===== config.mk =====
export PLATFORM = sky130hd
export DESIGN_NAME = alu_op_driver
export DESIGN_NICKNAME = d
export VERILOG_FILES = /design/src/rtl/alu_op_driver.sv
export SDC_FILE = /design/constraint.sdc
export NUM_CORES = 1
export LEC_CHECK = 0
export ABC_AREA = 1
export CAP_MARGIN = 25
export CORE_ASPECT_RATIO = 1.5
export CORE_MARGIN = 5
export CORE_UTILIZATION = 40
export CTS_BUF_LIST = sky130_fd_sc_hd__clkbuf_16
export DETAILED_ROUTE_END_ITERATION = 8
export GPL_TIMING_DRIVEN = 0
export PLACE_DENSITY = 0.72
export SLEW_MARGIN = 10
export SYNTH_ARGS = -nofsm -noshare
export SYNTH_HDL_FRONTEND = slang
export SYNTH_SLANG_ARGS = --single-unit

===== constraint.sdc =====
create_clock -name i_clk -period 11.99 [get_ports i_clk]
set_clock_uncertainty 0.2 [all_clocks]
set_input_delay 2.398 -clock i_clk [delete_from_list [all_inputs] [get_ports i_clk]]
set_output_delay 2.398 -clock i_clk [all_outputs]
set_load 0.005 [all_outputs]

===== src/rtl/alu_op_driver.sv =====
// alu_op_driver
//   Sequences one two-operand command into a downstream op cell: sends
//   operand A, then operand B, waits a bounded time for the cell's result,
//   and returns it (or a timeout error) upstream.
//
//   Ports
//     i_clk, i_rst                 clock, async active-high reset
//     i_cmd_valid / o_cmd_ready    upstream command handshake
//     i_cmd_a, i_cmd_b             operands, latched on acceptance
//     o_data_valid, o_data         operand beats to the op cell
//     i_result_valid, i_result     op cell result
//     o_result_ready               result taken (cell emptied) this cycle
//     o_rsp_valid / i_rsp_ready    upstream response handshake
//     o_rsp, o_rsp_err             response data, timeout flag
//     o_busy                       state is not IDLE
//
//   state  | meaning
//   IDLE   | ready for a command
//   SEND_A | operand A driven to the cell
//   SEND_B | operand B driven to the cell, wait counter cleared
//   WAIT   | waiting for the cell result, bounded by TIMEOUT cycles
//   RESP   | response held until upstream accepts it

module alu_op_driver #(
  parameter int WIDTH   = 32,
  parameter int TIMEOUT = 16
) (
  input  logic             i_clk,
  input  logic             i_rst,
  input  logic             i_cmd_valid,
  output logic             o_cmd_ready,
  input  logic [WIDTH-1:0] i_cmd_a,
  input  logic [WIDTH-1:0] i_cmd_b,
  output logic             o_data_valid,
  output logic [WIDTH-1:0] o_data,
  input  logic             i_result_valid,
  input  logic [WIDTH-1:0] i_result,
  output logic             o_result_ready,
  output logic             o_rsp_valid,
  input  logic             i_rsp_ready,
  output logic [WIDTH-1:0] o_rsp,
  output logic             o_rsp_err,
  output logic             o_busy
);

  localparam logic [2:0] S_IDLE   = 3'd0;
  localparam logic [2:0] S_SEND_A = 3'd1;
  localparam logic [2:0] S_SEND_B = 3'd2;
  localparam logic [2:0] S_WAIT   = 3'd3;
  localparam logic [2:0] S_RESP   = 3'd4;

  // Last WAIT cycle index; the counter is 8 bits since TIMEOUT tops out at 255.
  localparam logic [7:0] LP_TC = 8'(TIMEOUT - 1);

  logic [2:0]       r_state;
  logic [WIDTH-1:0] r_a;
  logic [WIDTH-1:0] r_b;
  logic [WIDTH-1:0] r_rsp;
  logic             r_rsp_err;
  logic [7:0]       r_cnt;

  always_ff @(posedge i_clk or posedge i_rst) begin
    if (i_rst) begin
      r_state   <= S_IDLE;
      r_a       <= '0;
      r_b       <= '0;
      r_rsp     <= '0;
      r_rsp_err <= 1'b0;
      r_cnt     <= '0;
    end else begin
      case (r_state)
        S_IDLE: begin
          if (i_cmd_valid) begin
            r_a     <= i_cmd_a;
            r_b     <= i_cmd_b;
            r_state <= S_SEND_A;
          end
        end
        S_SEND_A: r_state <= S_SEND_B;
        S_SEND_B: begin
          r_cnt   <= '0;
          r_state <= S_WAIT;
        end
        S_WAIT: begin
          // A result arriving on the last allowed cycle still wins over timeout.
          if (i_result_valid) begin
            r_rsp     <= i_result;
            r_rsp_err <= 1'b0;
            r_state   <= S_RESP;
          end else if (r_cnt == LP_TC) begin
            r_rsp     <= '0;
            r_rsp_err <= 1'b1;
            r_state   <= S_RESP;
          end else begin
            r_cnt <= r_cnt + 8'd1;
          end
        end
        S_RESP: begin
          if (i_rsp_ready) r_state <= S_IDLE;
        end
        default: r_state <= S_IDLE;
      endcase
    end
  end

  // All outputs come from state and registers only, so a reset drives them
  // to their idle values without waiting for a clock edge.
  assign o_cmd_ready    = (r_state == S_IDLE);
  assign o_busy         = (r_state != S_IDLE);
  assign o_data_valid   = (r_state == S_SEND_A) || (r_state == S_SEND_B);
  assign o_data         = (r_state == S_SEND_A) ? r_a :
                          (r_state == S_SEND_B) ? r_b : '0;
  assign o_result_ready = (r_state == S_WAIT);
  assign o_rsp_valid    = (r_state == S_RESP);
  assign o_rsp          = r_rsp;
  assign o_rsp_err      = r_rsp_err;

endmodule


==> qor.txt, run 1 <==
============================================================================
Antenna violations before repair                                           0
Remaining Overflow, GRT                                                    0
Number of buffers created by CTS                                           9
Clock insertion delay at the later pin of the skew report            0.33 ns
Die extent in x                                                     101.5 um
Max-slew violation total from the final report                             0
Total global routing track utilization                                0.1840
Relative slew slack                                                   0.6805
Number of H-tree branching levels                                          3
Post-route minimum period                                           4.803 ns
Buffer levels on the longest clock path                                    2
Leading post-synthesis cells by cell area                       dfrtp_1, nand2_1, nand3_1
Final period util                                                     0.4006
Worst Setup Start Kind                                              register
Share of the synthesized area in the top cell type                    0.5378
Hold/Removal Path Class                                         register to register
Final setup violation count                                                0
Largest net degree at the start of global routing                         77
Top-level I/O count                                                      171
Number of global-route vias before repair                              4,674
Wire per inst                                                       14.80 um
Post-detail-place hpwl                                             10,690 um
Clock tree from TritonCTS                                                yes
Setup CP Type                                                   register to output port
Data arrival time of the critical path                               2.21 ns
Largest area contributor in the netlist                              dfrtp_1
Routed via count                                                       4,480
Root Driver                                                        clkbuf_16
Sinks on Clock Net                                                       108
Drt initial violations                                                   149
Post-layout instance count excluding filler cells                        931
Register area share after synthesis                                   0.5378
Number of warnings reported in the yosys synthesis log                     0
Cell Area, Synth                                                0.005025 mm^2
Synth top cells by count                                        nand2_1, dfrtp_1, nand3_1
Area inside the core boundary                                   0.01239 mm^2
Required time reported for the critical path endpoint                9.39 ns
Number of core rows                                                       50
Reg clk slew, reported paths                                         0.06 ns
Distinct cell type count of the synthesized netlist                       26
Die Outline Area                                                0.01495 mm^2
Number of nets in the final layout                                       874
Count leader, synth                                                  nand2_1
Kind of capture point of the worst setup path                    output port
Largest fanout on the critical path                                       10
Cts-stage hold buffer count                                                0
Antenna diodes                                                             0
Number of nets with antenna violations after detailed routing              0
#FFs+latches synth                                                       108
Measured slew at the worst slew-check pin                          0.4792 ns
Hold Violations, Final                                                     0
Layout Area Growth over Synthesis                                     43.48%
Final total negative setup slack                                        0 ns
# Max-Cap Violations                                                       0
Detailed-route vias per instance                                       4.812
Final GP Congestion                                                   0.8764
Total iterations of the first detailed-routing run                         6
Highest Clock Rate                                                 208.2 MHz
Cell total after placement                                               917
Run status                                                      finished clean
Power Dens Cells                                                233.6 mW/mm^2
IO buf count                                                             170
Worst setup slack after placement                                   7.562 ns
Wirelength, routed                                                 13,780 um
RSZ-0062 raised after global routing                                      no
Maximum VDD drop                                                 0.0001478 V
Initial core utilization                                              0.4057
Number of enable flip-flop cells after synthesis                           0
Fillers                                                                1,128
Post-CTS setup-driven buffer insertion count                               0
Mean post-synth cell area                                         8.517 um^2
Synth Instances                                                          590
Top FF cell, synth                                                   dfrtp_1
First-pass GRT wire length                                         22,090 um
Post-Syn Nets                                                            692
Fraction of registers with async set/reset                             1.000
Layout cell share with drive strength beyond 1                        0.1123
Final worst slack                                                   7.187 ns
Die span in y                                                       147.3 um
Number of instances resized during post-cts repair                         0
Post-route DRC violation count                                             0
Leakage component of the power                                      3.472 nW
============================================================================
## through the flow
step | hold WS (ns) | utilization | cell area, um^2 | total power [mW]
3_5_place_dp | 0.2576 | 0.5614 | 6954 | 1.437
2_1_floorplan | 0.2425 | - | 5025 | 1.019
5_1_grt | 0.2856 | 0.5820 | 7209 | 1.817
4_1_cts | 0.2747 | 0.5820 | 7209 | 1.705
6_report | 0.2700 | 0.5820 | 7209 | 1.684
3_3_place_gp | 0.2536 | 0.5588 | 6922 | 1.413
## where the power goes
group	leakage, nW	switching, mW	internal (mW)
registers	1.31	0.0768	0.521
logic	2.03	0.408	0.417
clock network	0.127	0.124	0.138
total	3.47	0.608	1.08
## logic make-up after synthesis
| group | share of synthesized area |
|---|---|
| AOI/OAI and AO/OA | 0.08541 |
| adders and majority gates | 0.002490 |
| buffers and inverters | 0.08416 |
| DFF | 0.5378 |
| and+or+nand+nor | 0.2901 |
## final cells by class
class / instances / area, um^2 / share of cell area
plain buffers: 35 / 265.3 / 0.03679
clock inverters: 5 / 30.03 / 0.004165
well taps: 156 / 195.2 / 0.02707
inverters: 42 / 162.7 / 0.02256
repair buffers: 171 / 1729 / 0.2398
clock buffers: 9 / 225.2 / 0.03124
multi-input cells: 405 / 1899 / 0.2635
flip-flops and latches: 108 / 2703 / 0.3749
## state kept, by name (all words and copies together), names as in the netlist
register / cells
r_cnt: 8
r_b: 32
r_a: 32
o_rsp_err: 1
o_rsp: 32
r_state: 3
## worst max-delay path: stages, from the launching register on
cell and delay (ns):
dfrtp_1 0.42, nor2_4 0.20, nand2_1 0.10, clkbuf_2 0.19, buf_2 0.23, o21ai_0 0.20, clkdlybuf4s50_1 0.54
## layout by cell type, fill, tap and decap left out, drive strengths merged
cell type      count
nand2            208
ha                 1
inv               43
clkdlybuf4s50    170
buf               31
nor3               1
dfrtp            108
clkbuf            14
nand3b             1
a21oi             29
nor2              39
nand3             88
o21ai             35
clkinv             4
o21bai             1
or2                2
## final timing paths
check,slack (ns),depth (start not counted),from,endpoint
max,7.19,6,r_state[0]$_DFFE_PP0P_,o_data[14]
min,0.27,2,o_rsp[19]$_DFFE_PP0P_,o_rsp[19]$_DFFE_PP0P_
max reg2reg,10.25,9,r_cnt[1]$_DFFE_PP0P_,o_rsp[28]$_DFFE_PP0P_
min reg2reg,0.27,2,o_rsp[19]$_DFFE_PP0P_,o_rsp[19]$_DFFE_PP0P_
max in group asynchronous,8.73,3,i_rst,r_cnt[4]$_DFFE_PP0P_
min in group asynchronous,2.21,2,i_rst,o_rsp[19]$_DFFE_PP0P_
## routing by layer
layer / vias to the layer above / global-route usage / part of all wire
li1: 2234 / - / -
met4: 0 / 0.04059 / 0.0096
met1: 2059 / 0.2178 / 0.40
met3: 11 / 0.05511 / 0.089
met2: 176 / 0.3247 / 0.50
met5: - / 0 / 0
No activity file was read; power rests on OpenSTA's default activity.
==> run 2, diff against run 1 <==
==> constraint.sdc (replaced) <==
create_clock -name i_clk -period 4.74 [get_ports i_clk]
set_clock_uncertainty 0.2 [all_clocks]
set_input_delay 0.948 -clock i_clk [delete_from_list [all_inputs] [get_ports i_clk]]
set_output_delay 0.948 -clock i_clk [all_outputs]
set_load 0.005 [all_outputs]
==> results of run 2 <==
The final DEF is identical to that of run 1. Status: finished clean.
Main changes from that run: setup slack after placement 7.562 ns -> 1.762 ns; setup slack after layout 7.187 ns -> 1.387 ns; register-to-register setup slack 10.25 ns -> 3.00 ns; total power 1.684 mW -> 4.260 mW; worst IR drop on VDD 0.0001478 V -> 0.0003739 V
